`src/rtl/seg7_scan_display.sv`:
```
// ---------------------------------------------------------------------------
// seg7_scan_display
//   Time-multiplexed hex display driver for NUM_DIGITS common-anode digits.
//   A result word is captured through a load strobe into a shadow register.
//   It is committed to the display register only at a frame boundary, so a
//   frame never mixes old and new digits. page_sel picks which group of
//   NUM_DIGITS nibbles is shown.
//
//   Optional feature: define SEG7_LEADING_ZERO_BLANK_EN to blank leading
//   zero digits of the selected page. Digit 0 always stays lit.
//
// Ports
//   clock      in   system clock
//   reset      in   synchronous, active-high reset
//   data_in    in   [DATA_W-1:0]     word to display
//   load       in   one-cycle strobe that captures data_in
//   page_sel   in   [PAGE_W-1:0]     page to show (out-of-range -> page 0)
//   dp_in      in   [NUM_DIGITS-1:0] decimal point enable per digit
//   blank_in   in   [NUM_DIGITS-1:0] force digit dark
//   an         out  [NUM_DIGITS-1:0] anode enables, active-low, registered
//   seg        out  [7:0]            {a,b,c,d,e,f,g,dp}, active-low, registered
//   frame_tick out  one-cycle pulse in the frame-boundary cycle
//   pending    out  a loaded word is waiting for the next frame boundary
// ---------------------------------------------------------------------------
module seg7_scan_display #(
  parameter  int NUM_DIGITS = 4,
  parameter  int DATA_W     = 32,
  parameter  int DIV_COUNT  = 260000,
  parameter  int CNT_W      = 18,
  localparam int PAGES      = DATA_W / (4 * NUM_DIGITS),
  localparam int PAGE_W     = (PAGES > 1) ? $clog2(PAGES) : 1
) (
  input  logic                  clock,
  input  logic                  reset,
  input  logic [DATA_W-1:0]     data_in,
  input  logic                  load,
  input  logic [PAGE_W-1:0]     page_sel,
  input  logic [NUM_DIGITS-1:0] dp_in,
  input  logic [NUM_DIGITS-1:0] blank_in,
  output logic [NUM_DIGITS-1:0] an,
  output logic [7:0]            seg,
  output logic                  frame_tick,
  output logic                  pending
);

  localparam int IDX_W     = $clog2(NUM_DIGITS);
  localparam int NIBS      = DATA_W / 4;
  localparam int NIB_IDX_W = $clog2(NIBS);

  localparam logic [CNT_W-1:0] CNT_LAST = CNT_W'(DIV_COUNT - 1);
  localparam logic [IDX_W-1:0] IDX_LAST = IDX_W'(NUM_DIGITS - 1);

  // Active-low glyph on segments a..g.
  function automatic logic [6:0] hex_glyph(input logic [3:0] v);
    logic [6:0] g;
    g = 7'b1111111;
    case (v)
      4'h0: g = 7'b0000001;
      4'h1: g = 7'b1001111;
      4'h2: g = 7'b0010010;
      4'h3: g = 7'b0000110;
      4'h4: g = 7'b1001100;
      4'h5: g = 7'b0100100;
      4'h6: g = 7'b0100000;
      4'h7: g = 7'b0001111;
      4'h8: g = 7'b0000000;
      4'h9: g = 7'b0000100;
      4'hA: g = 7'b0001000;
      4'hB: g = 7'b1100000;
      4'hC: g = 7'b0110001;
      4'hD: g = 7'b1000010;
      4'hE: g = 7'b0110000;
      4'hF: g = 7'b0111000;
      default: g = 7'b1111111;
    endcase
    return g;
  endfunction

  // State registers
  logic [CNT_W-1:0]      cnt_q,     cnt_d;
  logic [IDX_W-1:0]      idx_q,     idx_d;
  logic [DATA_W-1:0]     shadow_q,  shadow_d;
  logic [DATA_W-1:0]     disp_q,    disp_d;
  logic [PAGE_W-1:0]     page_q,    page_d;
  logic [NUM_DIGITS-1:0] dp_q,      dp_d;
  logic [NUM_DIGITS-1:0] blank_q,   blank_d;
  logic                  pending_q, pending_d;
  logic [NUM_DIGITS-1:0] an_q,      an_d;
  logic [7:0]            seg_q,     seg_d;

  logic                  tick;
  logic                  boundary;
  logic [PAGE_W-1:0]     page_eff;
  logic [NIB_IDX_W-1:0]  nib_idx;
  logic [3:0]            cur_nib;
  logic [NUM_DIGITS-1:0] blank_eff;

  assign tick     = (cnt_q == CNT_LAST);
  assign boundary = tick && (idx_q == IDX_LAST);

  // An out-of-range page request falls back to page 0.
  assign page_eff = ({1'b0, page_sel} >= (PAGE_W + 1)'(PAGES)) ? '0 : page_sel;

  // Scan timing, load handshake and frame-boundary commit.
  always_comb begin
    // NOTE: every signal gets a default first so no path leaves it unassigned and no latch is inferred.
    cnt_d     = tick ? '0 : cnt_q + 1'b1;
    idx_d     = idx_q;
    shadow_d  = shadow_q;
    disp_d    = disp_q;
    page_d    = page_q;
    dp_d      = dp_q;
    blank_d   = blank_q;
    pending_d = pending_q;

    if (tick) begin
      idx_d = (idx_q == IDX_LAST) ? '0 : idx_q + 1'b1;
    end

    if (boundary) begin
      // A load landing on the boundary bypasses the shadow wait.
      disp_d    = load ? data_in : shadow_q;
      shadow_d  = load ? data_in : shadow_q;
      page_d    = page_eff;
      dp_d      = dp_in;
      blank_d   = blank_in;
      pending_d = 1'b0;
    end else if (load) begin
      shadow_d  = data_in;
      pending_d = 1'b1;
    end
  end

`ifdef SEG7_LEADING_ZERO_BLANK_EN
  // Leading-zero mask computed from the word and page being committed, so it
  // stays constant for the whole frame just like the displayed data.
  logic [NUM_DIGITS-1:0] lz_q, lz_d;
  logic [NIB_IDX_W-1:0]  lz_base;
  logic [DATA_W-1:0]     lz_word;
  logic                  lz_seen_nz;

  always_comb begin
    lz_d       = lz_q;
    lz_base    = NIB_IDX_W'(page_d) * NIB_IDX_W'(NUM_DIGITS);
    lz_word    = disp_d >> {lz_base, 2'b00};
    lz_seen_nz = 1'b0;
    if (boundary) begin
      lz_d = '0;
      // Scan from the top digit down; a digit is blank until a non-zero
      // nibble is found at or above it. Digit 0 is never blanked.
      for (int k = NUM_DIGITS - 1; k >= 1; k--) begin
        lz_seen_nz = lz_seen_nz | (4'(lz_word >> (4 * k)) != 4'h0);
        lz_d[k]    = ~lz_seen_nz;
      end
    end
  end

  always_ff @(posedge clock) begin
    if (reset) lz_q <= '0;
    else       lz_q <= lz_d;
  end

  assign blank_eff = blank_q | lz_q;
`else
  assign blank_eff = blank_q;
`endif

  // Output decode, one cycle behind the digit index.
  always_comb begin
    nib_idx = NIB_IDX_W'(page_q) * NIB_IDX_W'(NUM_DIGITS) + NIB_IDX_W'(idx_q);
    cur_nib = 4'(disp_q >> {nib_idx, 2'b00});
    an_d    = ~(NUM_DIGITS'(1) << idx_q);
    if (blank_eff[idx_q]) begin
      seg_d = 8'hFF;
    end else begin
      seg_d = {hex_glyph(cur_nib), ~dp_q[idx_q]};
    end
  end

  always_ff @(posedge clock) begin
    // NOTE: sequential state uses non-blocking assignments so every flop samples pre-edge values.
    if (reset) begin
      // NOTE: all registers, including the data-holding shadow/display words, are reset so a pending word is discarded.
      cnt_q     <= '0;
      idx_q     <= '0;
      shadow_q  <= '0;
      disp_q    <= '0;
      page_q    <= '0;
      dp_q      <= '0;
      blank_q   <= '0;
      pending_q <= 1'b0;
      an_q      <= '1;
      seg_q     <= 8'hFF;
    end else begin
      cnt_q     <= cnt_d;
      idx_q     <= idx_d;
      shadow_q  <= shadow_d;
      disp_q    <= disp_d;
      page_q    <= page_d;
      dp_q      <= dp_d;
      blank_q   <= blank_d;
      pending_q <= pending_d;
      an_q      <= an_d;
      seg_q     <= seg_d;
    end
  end

  assign an         = an_q;
  assign seg        = seg_q;
  assign pending    = pending_q;
  assign frame_tick = boundary;

endmodule

```
`config.mk`:
```
export PLATFORM = sky130hd
export DESIGN_NAME = seg7_scan_display
export DESIGN_NICKNAME = d
export VERILOG_FILES = /design/src/rtl/seg7_scan_display.sv
export SDC_FILE = /design/constraint.sdc
export NUM_CORES = 1
export LEC_CHECK = 0
export BUFFER_PORTS_ARGS = -buffer_cell sky130_fd_sc_hd__buf_2
export CAP_MARGIN = 20
export CORE_UTILIZATION = 45
export CTS_BUF_LIST = sky130_fd_sc_hd__clkbuf_4
export CTS_CLUSTER_SIZE = 25
export DETAILED_ROUTE_END_ITERATION = 8
export HOLD_SLACK_MARGIN = 0.15
export PLACE_DENSITY = 0.76
export SETUP_SLACK_MARGIN = 0.2
export SYNTH_ARGS = -nofsm -noshare
export SYNTH_HDL_FRONTEND = slang
export SYNTH_SLANG_ARGS = --single-unit
```
`constraint.sdc`:
```
create_clock -name clock -period 2.35 [get_ports clock]
set_clock_uncertainty 0.1 [all_clocks]
set_input_delay 0.235 -clock clock [delete_from_list [all_inputs] [get_ports clock]]
set_output_delay 0.235 -clock clock [all_outputs]
set_load 0.02 [all_outputs]
```
==> flow_metrics.py, run 1 <==
metrics = {
    "logic_synthesis": {
        "yosysWarnings": 0,
        "syn_area_sq_mm": 0.00452,
        "ys_ff_latch": 106,
        "syn_nets": 519,
        "seq_area_frac_synth": 0.470,
        "synth_cell_types": 44,
        "postSynthCellCount": 464,
        "avgSynthCellArea_sq_um": 9.73,
    },
    "setup_path": {
        "required_ns": 2.02,
        "crit_path_max_fanout": 2,
        "end_kind": "output pin",
        "ff2ff_setup_slack_ns": 0.19,
        "path_class": "reg -> out",
        "setup.worst_path.start_class": "flop",
        "reg2reg_from": "idx_q[0]",
        "r2r_cells": 8,
        "cp.arrival_ns": 1.87,
        "r2r_end": "seg[4]",
    },
    "hold_path": {
        "hold_start": "cnt_q[0]",
        "min_to": "cnt_q[0]",
        "hp-class": "reg -> reg",
        "hold_depth": 1,
    },
    "final_layout": {
        "area_growth_syn_to_layout_pct": 26.2,
        "multiInputGateArea_sq_mm": 0.00227,
        "layout.nets": 623,
        "fin_area_sq_mm": 0.00570,
        "fillCellCount": 818,
        "diodes": 0,
        "drive_gt1_frac": 0.236,
        "seq_area_sq_mm": 0.00213,
    },
    "clock_tree": {
        "max-clock-path-buffers": 2,
        "numCtsBuffers": 9,
        "clkLatencyLatePin_ns": 0.45,
        "htree_levels": 3,
        "cts.sinks": 106,
        "cts_tree": "yes",
        "clkSlewWorstSetupHoldPaths_ns": 0.15,
        "cts.root.buffer_cell": "clkbuf_4",
    },
    "pwr": {
        "p_sw_mw": 0.690,
        "p_int_mw": 2.39,
        "swShare": 0.224,
        "cellPowerDensity_mw_per_mm2": 541,
        "p_seq_frac": 0.601,
        "clkPwrFrac": 0.321,
        "combinationalPowerShare": 0.078,
        "p_leak_nw": 2.23,
        "ir_worst_vdd_uv": 335,
    },
    "routing": {
        "first_pass_iters": 6,
        "drc": 0,
        "avgViaCountPerCell": 4.90,
        "post_drt_wl_per_cell_microns": 13.0,
        "ant_nets": 0,
        "routed_wl_microns": 9180,
        "vias": 3453,
        "drt-initial-drc-count": 138,
    },
    "timing": {
        "period_minus_slack_ns": 2.20,
        "tns_ns": 0,
        "relSlewSlack": 0.688,
        "hold_violations": 0,
        "rsz0062_at_grt": "true",
        "worstMarginPinSlew_ns": 0.468,
        "fmax_ghz": 0.454,
        "setup_slack_ns": 0.145,
        "min_period_over_period": 0.938,
        "slew_violations": 0,
        "setup_violations": 0,
    },
    "global_route": {
        "gr-total-overflow": 0,
        "first_global_vias": 3372,
        "grt_max_degree": 68,
        "gr-usage-all-layers": 0.182,
        "antenna_found_initial": 0,
        "use_met3": 0.0315,
        "met1_usage": 0.218,
        "top_usage_layer": "met2",
        "grt_pass1_wl_microns": 14800,
        "use_met2": 0.317,
    },
    "floorplanning": {
        "die_h_microns": 102,
        "initial_core_util": 0.464,
        "coreArea_sq_mm": 0.00973,
        "die_x_microns": 102,
        "die_area_sq_mm": 0.0104,
        "rows": 36,
        "pin_count": 58,
    },
    "placement": {
        "dp_slack_ns": 0.102,
        "placed_cell_area_sq_mm": 0.00492,
        "io_buffers": 57,
        "hpwl_microns": 6070,
        "gp_congestion": 0.902,
    },
    "status": {
        "outcome": "completed",
    },
    "run": {
        "drv_cap": 0,
    },
}
[stage by stage]
step	hold slack [ns]	utilization	power, mW	instances
2_1_floorplan	0.282	-	2.01	464
3_3_place_gp	0.338	0.505	2.07	638
3_5_place_dp	0.351	0.505	2.08	638
4_1_cts	0.381	0.573	3.10	700
5_1_grt	0.371	0.586	3.22	704
6_report	0.338	0.586	3.08	704
[what timing repair did]
item / 4_1_cts / 5_1_grt
hold buffers: 43 / 0
resized for setup: 14 / 23
endpoints found under the hold margin: 78 / 0
pin swaps: 3 / 8
setup buffers: 5 / 4
endpoints found under the setup margin: 6 / 6
[worst max-delay path: stages (launching register included)]
cell and delay (ns):
dfxtp_2 0.35, or4b_4 0.54, nor3_2 0.10, and4_1 0.21, buf_6 0.11, buf_6 0.11
[worst max-delay path by stage]
stage / cells after the start / startpoint / slack (ns) / endpoint
finish: 5 / cnt_q[6] / 0.15 / frame_tick
global route: 5 / cnt_q[6] / 0.07 / frame_tick
CTS: 5 / cnt_q[5] / 0.12 / frame_tick
detailed placement: 7 / idx_q[0] / 0.10 / seg[4]
global placement: 7 / idx_q[0] / 0.24 / seg[4]
floorplan: 8 / idx_q[0] / 0.20 / seg[6]
[cell usage after synthesis (all sizes together)]
cell type,n,share of area
a21oi,2,0.0022
a22o,1,0.0019
a22oi,1,0.0017
a31oi,1,0.0014
and3,4,0.0058
and4,2,0.0044
and4b,1,0.0022
buf,16,0.033
clkbuf,12,0.010
dfxtp,106,0.47
ha,11,0.030
inv,9,0.0075
mux2,4,0.010
mux2i,49,0.11
mux4,8,0.040
nand2,42,0.035
nand2b,37,0.051
nand3,8,0.0089
nand4,4,0.0055
nor2,71,0.060
nor2b,1,0.0014
nor3,9,0.011
nor3b,1,0.0017
o21ai,35,0.042
o221ai,5,0.0097
o22a,1,0.0019
o22ai,1,0.0014
o31ai,1,0.0017
or2,2,0.0028
or3,2,0.0028
or4b,1,0.0030
xnor2,10,0.019
xor2,6,0.012
[state kept, by name, summed over array words and instances (netlist names)]
signal,cells
an,4
blank_eff,4
cnt_q,18
disp_q,32
dp_q,4
idx_q,2
page_q,1
pending,1
seg,8
shadow_q,32
[final cells by class]
class                      count  share of cell area
multi-input combinational    321               0.399
inverter                       9             0.00724
sequential                   106               0.374
timing repair buffer         121               0.164
tap                          133              0.0292
clock buffer                   9              0.0119
clock inverter                 5              0.0143
[layer usage]
layer / share of wire / vias to the layer above
met5: 0 / -
met4: 0.021 / 0
met3: 0.028 / 19
met2: 0.49 / 62
met1: 0.46 / 1603
li1: - / 1769
[layout by cell type (no fill, tap or decap), drive strengths merged, types with 10 or more instances in the layout]
cell type and instances:
xnor2 10, mux2i 49, ha 11, dlygate4sd3 43, nand2 42, nand2b 37, o21ai 35, buf 78
nor2 71, dfxtp 106
[power by group through the flow]
stage / sequential [mW] / combinational (mW) / clock, mW
finish: 1.85 / 0.240 / 0.991
global route: 1.86 / 0.263 / 1.10
CTS: 1.85 / 0.239 / 1.01
detailed placement: 1.89 / 0.184 / 0
global placement: 1.89 / 0.178 / 0
floorplan: 1.90 / 0.109 / 0
[kinds of logic after synthesis]
| kind of cell | after synthesis | synth area share |
|---|---|---|
| buffers and inverters | 37 | 0.0507 |
| AO/OA/AOI/OAI | 48 | 0.0640 |
| XOR/XNOR | 16 | 0.0310 |
| flip-flops | 106 | 0.470 |
| multiplexers | 61 | 0.158 |
| adder cells (fa/ha/maj) | 11 | 0.0305 |
| AND/OR/NAND/NOR | 185 | 0.195 |
Power figures use the tool's default switching activity.
==> run 2: changes to the inputs <==
Settings changed: MAX_ROUTING_LAYER from default to met4.
==> flow_metrics.py, run 2 (synthesis results as in run 1) <==
metrics = {
    "setup_path": {
        "crit_path_max_fanout": 2,
        "required_ns": 2.02,
        "setup.worst_path.start_class": "flop",
        "ff2ff_setup_slack_ns": 0.17,
        "path_class": "reg -> out",
        "cp.arrival_ns": 1.87,
        "end_kind": "output pin",
    },
    "timing": {
        "fmax_ghz": 0.454,
        "setup_slack_ns": 0.149,
        "hold-worst-slack_ns": 0.338,
        "setup_violations": 0,
        "min_period_over_period": 0.936,
        "tns_ns": 0,
        "relSlewSlack": 0.689,
        "period_minus_slack_ns": 2.20,
        "rsz0062_at_grt": "true",
        "worstMarginPinSlew_ns": 0.466,
        "slew_violations": 0,
        "hold_violations": 0,
    },
    "pwr": {
        "ir_worst_vdd_uv": 335,
        "p_total_mw": 3.08,
        "p_sw_mw": 0.686,
        "p_int_mw": 2.39,
        "combinationalPowerShare": 0.078,
        "p_leak_nw": 2.23,
        "cellPowerDensity_mw_per_mm2": 540,
        "p_seq_frac": 0.602,
        "clkPwrFrac": 0.321,
        "swShare": 0.223,
    },
    "floorplanning": {
        "initial_core_util": 0.464,
        "die_area_sq_mm": 0.0104,
        "rows": 36,
        "die_h_microns": 102,
        "pin_count": 58,
        "die_x_microns": 102,
        "coreArea_sq_mm": 0.00973,
    },
    "routing": {
        "first_pass_iters": 4,
        "drc": 0,
        "vias": 3455,
        "drt-initial-drc-count": 119,
        "avgViaCountPerCell": 4.91,
        "post_drt_wl_per_cell_microns": 13.0,
        "routed_wl_microns": 9180,
        "ant_nets": 0,
    },
    "placement": {
        "dp_slack_ns": 0.102,
        "io_buffers": 57,
        "hpwl_microns": 6070,
        "gp_congestion": 0.918,
    },
    "global_route": {
        "grt_max_degree": 68,
        "gr-usage-all-layers": 0.188,
        "first_global_vias": 3371,
        "gr-total-overflow": 0,
        "antenna_found_initial": 0,
        "grt_pass1_wl_microns": 14800,
    },
    "clock_tree": {
        "cts.sinks": 106,
        "clkSlewWorstSetupHoldPaths_ns": 0.15,
        "clkLatencyLatePin_ns": 0.45,
        "cts.root.buffer_cell": "clkbuf_4",
        "max-clock-path-buffers": 2,
        "htree_levels": 3,
        "cts_tree": "yes",
        "numCtsBuffers": 9,
    },
    "hold_path": {
        "hp-class": "reg -> reg",
    },
    "status": {
        "outcome": "completed",
    },
    "final_layout": {
        "layout.cells.most_common_list": "101 x dfxtp_1, 70 x nor2_1, 56 x buf_2, 47 x mux2i_1, 43 x dlygate4sd3_1",
        "drive_gt1_frac": 0.236,
        "diodes": 0,
        "fillCellCount": 818,
        "reg_top3": "disp_q (32), shadow_q (32), cnt_q (18)",
        "layout.nets": 623,
        "final_common_cell": "dfxtp_1",
        "area_growth_syn_to_layout_pct": 26.2,
    },
    "run": {
        "drv_cap": 0,
    },
}
-- run 2: cell counts in the layout (fill, tap and decap cells not counted) --
No cell type changed its count.
-- run 2: cell type report --
class / instances / area, sq um / share of cell area
Multi-Input combinational cell: 321 / 2270 / 0.399
Sequential cell: 106 / 2130 / 0.374
Timing Repair Buffer: 121 / 936 / 0.164
Tap cell: 133 / 166 / 0.0292
Clock inverter: 5 / 81.3 / 0.0143
Clock buffer: 9 / 67.6 / 0.0119
Inverter: 9 / 41.3 / 0.00724
-- run 2: repair_timing --
action / CTS / global route
pin swaps: 3 / 8
buffers inserted: 5 / 4
endpoints found under the hold margin: 78 / 0
hold buffers: 43 / 0
resized for setup: 14 / 23
setup endpoints to repair: 6 / 6
-- run 2: final timing paths --
| path | to | cells after the start | from |
|---|---|---|---|
| worst max-delay path | frame_tick | 5 | cnt_q[6] |
| worst min register to register | cnt_q[0] | 1 | cnt_q[0] |
| worst max register to register | seg[4] | 8 | idx_q[0] |
| worst min-delay path | cnt_q[0] | 1 | cnt_q[0] |
-- run 2: through the flow --
step | cell area (sq um) | utilization | std cells
final | 5700 | 0.586 | 704
after global routing | 5700 | 0.586 | 704
after CTS | 5570 | 0.573 | 700
after detailed placement | 4920 | 0.505 | 638
after global placement | 4920 | 0.505 | 638
after floorplan | 4540 | - | 464
-- run 2: worst max-delay path, cell delays in order, from the launching register on --
cell	delay [ns]
dfxtp_2	0.35
or4b_4	0.54
nor3_2	0.10
and4_1	0.21
buf_6	0.11
buf_6	0.11
-- run 2: layer usage --
layer / share of wire / up-vias / GRT usage / wire length (microns)
li1: - / 1768 / - / -
met1: 0.46 / 1603 / 0.218 / 4230
met2: 0.49 / 67 / 0.318 / 4490
met3: 0.030 / 17 / 0.0315 / 277
met4: 0.020 / 0 / 0.0846 / 179
met5: 0 / - / - / 0
-- run 2: power groups by stage --
stage	clock network (mW)	registers, mW	logic [mW]
6_report	0.988	1.85	0.240
4_1_cts	1.01	1.85	0.239
3_3_place_gp	0	1.89	0.178
3_5_place_dp	0	1.89	0.184
2_1_floorplan	0	1.90	0.109
5_1_grt	1.10	1.86	0.263
==> run 3: changes to the inputs <==
Settings changed: ABC_AREA from default to 1, CELL_PAD_IN_SITES_DETAIL_PLACEMENT from default to 0, CELL_PAD_IN_SITES_GLOBAL_PLACEMENT from default to 1, CORE_UTILIZATION 45 to 39, PLACE_DENSITY 0.76 to 0.88.
==> flow_metrics.py, run 3 <==
metrics = {
    "status": {
        "outcome": "completed",
    },
    "floorplanning": {
        "initial_core_util": 0.403,
        "die_h_microns": 114,
        "rows": 40,
        "die_area_sq_mm": 0.0130,
        "die_x_microns": 114,
        "coreArea_sq_mm": 0.0121,
        "pin_count": 58,
    },
    "logic_synthesis": {
        "async_flop_share": 0,
        "yosys-top-cells-area": "dfxtp_1 44%, nand2_1 21%, inv_1 9.9%",
        "synth_common_cells": "273 x nand2_1, 129 x inv_1, 106 x dfxtp_1",
        "seq_area_frac_synth": 0.435,
        "yosysWarnings": 0,
        "avgSynthCellArea_sq_um": 6.63,
        "synth_area_leader_cell": "dfxtp_1",
        "synth.most_common_cell": "nand2_1",
        "syn_area_sq_mm": 0.00488,
        "postSynthCellCount": 736,
        "syn_nets": 791,
        "synth_top_area_frac": 0.435,
        "synth_cell_types": 33,
        "dominantRegCellSynth": "dfxtp_1",
        "synth_enable_flop_cells": 0,
        "ys_ff_latch": 106,
    },
    "pwr": {
        "swShare": 0.224,
        "cellPowerDensity_mw_per_mm2": 538,
        "clkPwrFrac": 0.366,
        "p_sw_mw": 0.762,
        "ir_worst_vdd_uv": 356,
        "combinationalPowerShare": 0.089,
        "p_seq_frac": 0.545,
        "p_int_mw": 2.64,
        "p_leak_nw": 3.49,
    },
    "routing": {
        "met2WireLength_microns": 5190,
        "avgViaCountPerCell": 4.34,
        "post_drt_wl_per_cell_microns": 10.6,
        "routed_wl_microns": 11000,
        "ant_nets": 0,
        "first_pass_iters": 4,
        "drt-met1-wl_microns": 5410,
        "vias": 4513,
        "maxUsedRoutingLayer": "met4",
        "drt-initial-drc-count": 229,
        "drc": 0,
        "met3_length_microns": 294,
    },
    "final_layout": {
        "final_common_cell": "nand2_1",
        "layout.nets": 921,
        "fin_area_sq_mm": 0.00632,
        "area_growth_syn_to_layout_pct": 29.7,
        "reg_top3": "disp_q (32), shadow_q (32), cnt_q (18)",
        "layout.cells.most_common_list": "273 x nand2_1, 129 x inv_1, 97 x dfxtp_1, 80 x nor2_1, 61 x dlygate4sd3_1",
        "stdcell_count": 1040,
        "drive_gt1_frac": 0.145,
    },
    "setup_path": {
        "crit_path_max_fanout": 5,
        "end_kind": "output pin",
        "cp_num_buf_inv": 3,
        "cp_common_cell": "nand3_4",
        "required_ns": 2.02,
        "crit_start": "cnt_q[1]",
        "critPathMaxStageDelay_ns": 0.38,
        "path_delay_family": "simple AND/OR/NAND/NOR gates",
        "cp.arrival_ns": 1.74,
        "setup.worst_path.start_class": "flop",
        "path_class": "reg -> out",
        "reg2reg_from": "cnt_q[1]",
        "critPathSlowestCell": "dfxtp_2",
        "crit_chain": "ha_4 > nand3_4 > nor3_4 > nand3_4 > buf_12 > inv_1 > buf_4",
    },
    "timing": {
        "min_period_over_period": 0.885,
        "period_minus_slack_ns": 2.08,
        "rsz0062_at_grt": "true",
        "fmax_ghz": 0.481,
        "relSlewSlack": 0.708,
        "setup_violations": 0,
        "tns_ns": 0,
        "slew_violations": 0,
        "worstMarginPinSlew_ns": 0.437,
        "hold_violations": 0,
    },
    "global_route": {
        "grt_max_degree": 35,
        "antenna_found_initial": 0,
        "gr-usage-all-layers": 0.189,
        "first_global_vias": 4345,
        "grt_pass1_wl_microns": 19100,
        "gr-total-overflow": 0,
    },
    "hold_path": {
        "hold_start": "load",
        "hp-class": "in -> reg",
    },
    "clock_tree": {
        "max-clock-path-buffers": 2,
        "cts_tree": "yes",
        "cts.sinks": 106,
        "cts.root.buffer_cell": "clkbuf_4",
        "htree_levels": 3,
        "clkSlewWorstSetupHoldPaths_ns": 0.16,
        "numCtsBuffers": 9,
        "clkLatencyLatePin_ns": 0.47,
    },
    "placement": {
        "gp_congestion": 0.869,
        "io_buffers": 57,
        "placed_cells": 946,
        "hpwl_microns": 7340,
        "placed_cell_area_sq_mm": 0.00531,
    },
    "run": {
        "drv_cap": 0,
    },
}
==> run 3: cell types whose count changed in the layout (fill, tap and decap cells not counted), moves of 10 or more <==
| cell | change |
|---|---|
| a21oi_1 | +15 |
| buf_4 | +14 |
| dlygate4sd3_1 | +18 |
| inv_1 | +122 |
| mux2i_1 | -47 |
| nand2_1 | +231 |
| nand2b_1 | -37 |
| nand3_1 | +26 |
| nor2_1 | +10 |
| o21ai_1 | -20 |
==> run 3: what timing repair did <==
action,CTS,global route
endpoints found under the setup margin,1,4
gates resized for setup,19,3
pin swaps,3,5
endpoints found under the hold margin,73,0
hold buffers,61,0
setup buffers,9,7
==> run 3: cell families (layout without fill, tap and decap cells) <==
| family | Yosys count | after routing | synth area share |
|---|---|---|---|
| and+or+nand+nor | 422 | 422 | 0.356 |
| buffers and inverters | 159 | 294 | 0.132 |
| DFF | 106 | 106 | 0.435 |
| AOI/OAI and AO/OA | 32 | 32 | 0.0372 |
| adders and majority gates | 11 | 11 | 0.0282 |
| xor gates and xnor gates | 6 | 6 | 0.0108 |
| other | 0 | 1 | 0 |
==> run 3: area by class of cell <==
type                            instances  area [sq um]
Fill cell                            1249          5790
Multi-Input combinational cell        471          2150
Sequential cell                       106          2140
Timing Repair Buffer                  145          1110
Inverter                              133           499
Tap cell                              168           210
Clock inverter                          7           141
Clock buffer                            9          67.6
Antenna cell                            1          2.50
==> run 3: worst reg2reg max path, cell delays in order (launching register included) <==
cell	delay [ns]
dfxtp_2	0.38
ha_4	0.16
nand3_4	0.10
nor3_4	0.24
nand3_4	0.11
buf_4	0.14
buf_4	0.13
nand2_4	0.27
nand2_1	0.12
nand2_1	0.07
inv_1	0.04
==> run 3: path summary, 6_finish.rpt <==
check,slack [ns],end,depth (start not counted)
setup reg to reg,0.42,disp_q[31],10
hold reg to reg,0.40,pending,2
setup / recovery,0.27,frame_tick,7
hold / removal,0.21,pending,4
==> run 3: metrics by stage <==
| stage | total power, mW | hold slack, ns | util | setup slack (ns) |
|---|---|---|---|---|
| after floorplan | 2.03 | 0.226 | - | 0.466 |
| after global placement | 2.11 | 0.361 | 0.438 | 0.316 |
| after detailed placement | 2.11 | 0.367 | 0.438 | 0.287 |
| after CTS | 3.45 | 0.173 | 0.516 | 0.201 |
| after global routing | 3.56 | 0.206 | 0.522 | 0.132 |
| final | 3.40 | 0.209 | 0.522 | 0.271 |
==> run 3: layer usage <==
| metal | global-route usage | vias up |
|---|---|---|
| met5 | - | - |
| met4 | 0.0589 | 0 |
| met3 | 0.0367 | 13 |
| met2 | 0.322 | 64 |
| met1 | 0.225 | 1991 |
| li1 | - | 2445 |
==> run 3: power by group through the flow <==
| stage | Clock [mW] | Sequential (mW) | Combinational [mW] |
|---|---|---|---|
| floorplan | 0 | 1.90 | 0.132 |
| global placement | 0 | 1.89 | 0.211 |
| detailed placement | 0 | 1.90 | 0.212 |
| CTS | 1.30 | 1.86 | 0.302 |
| global route | 1.36 | 1.86 | 0.341 |
| finish | 1.25 | 1.86 | 0.303 |
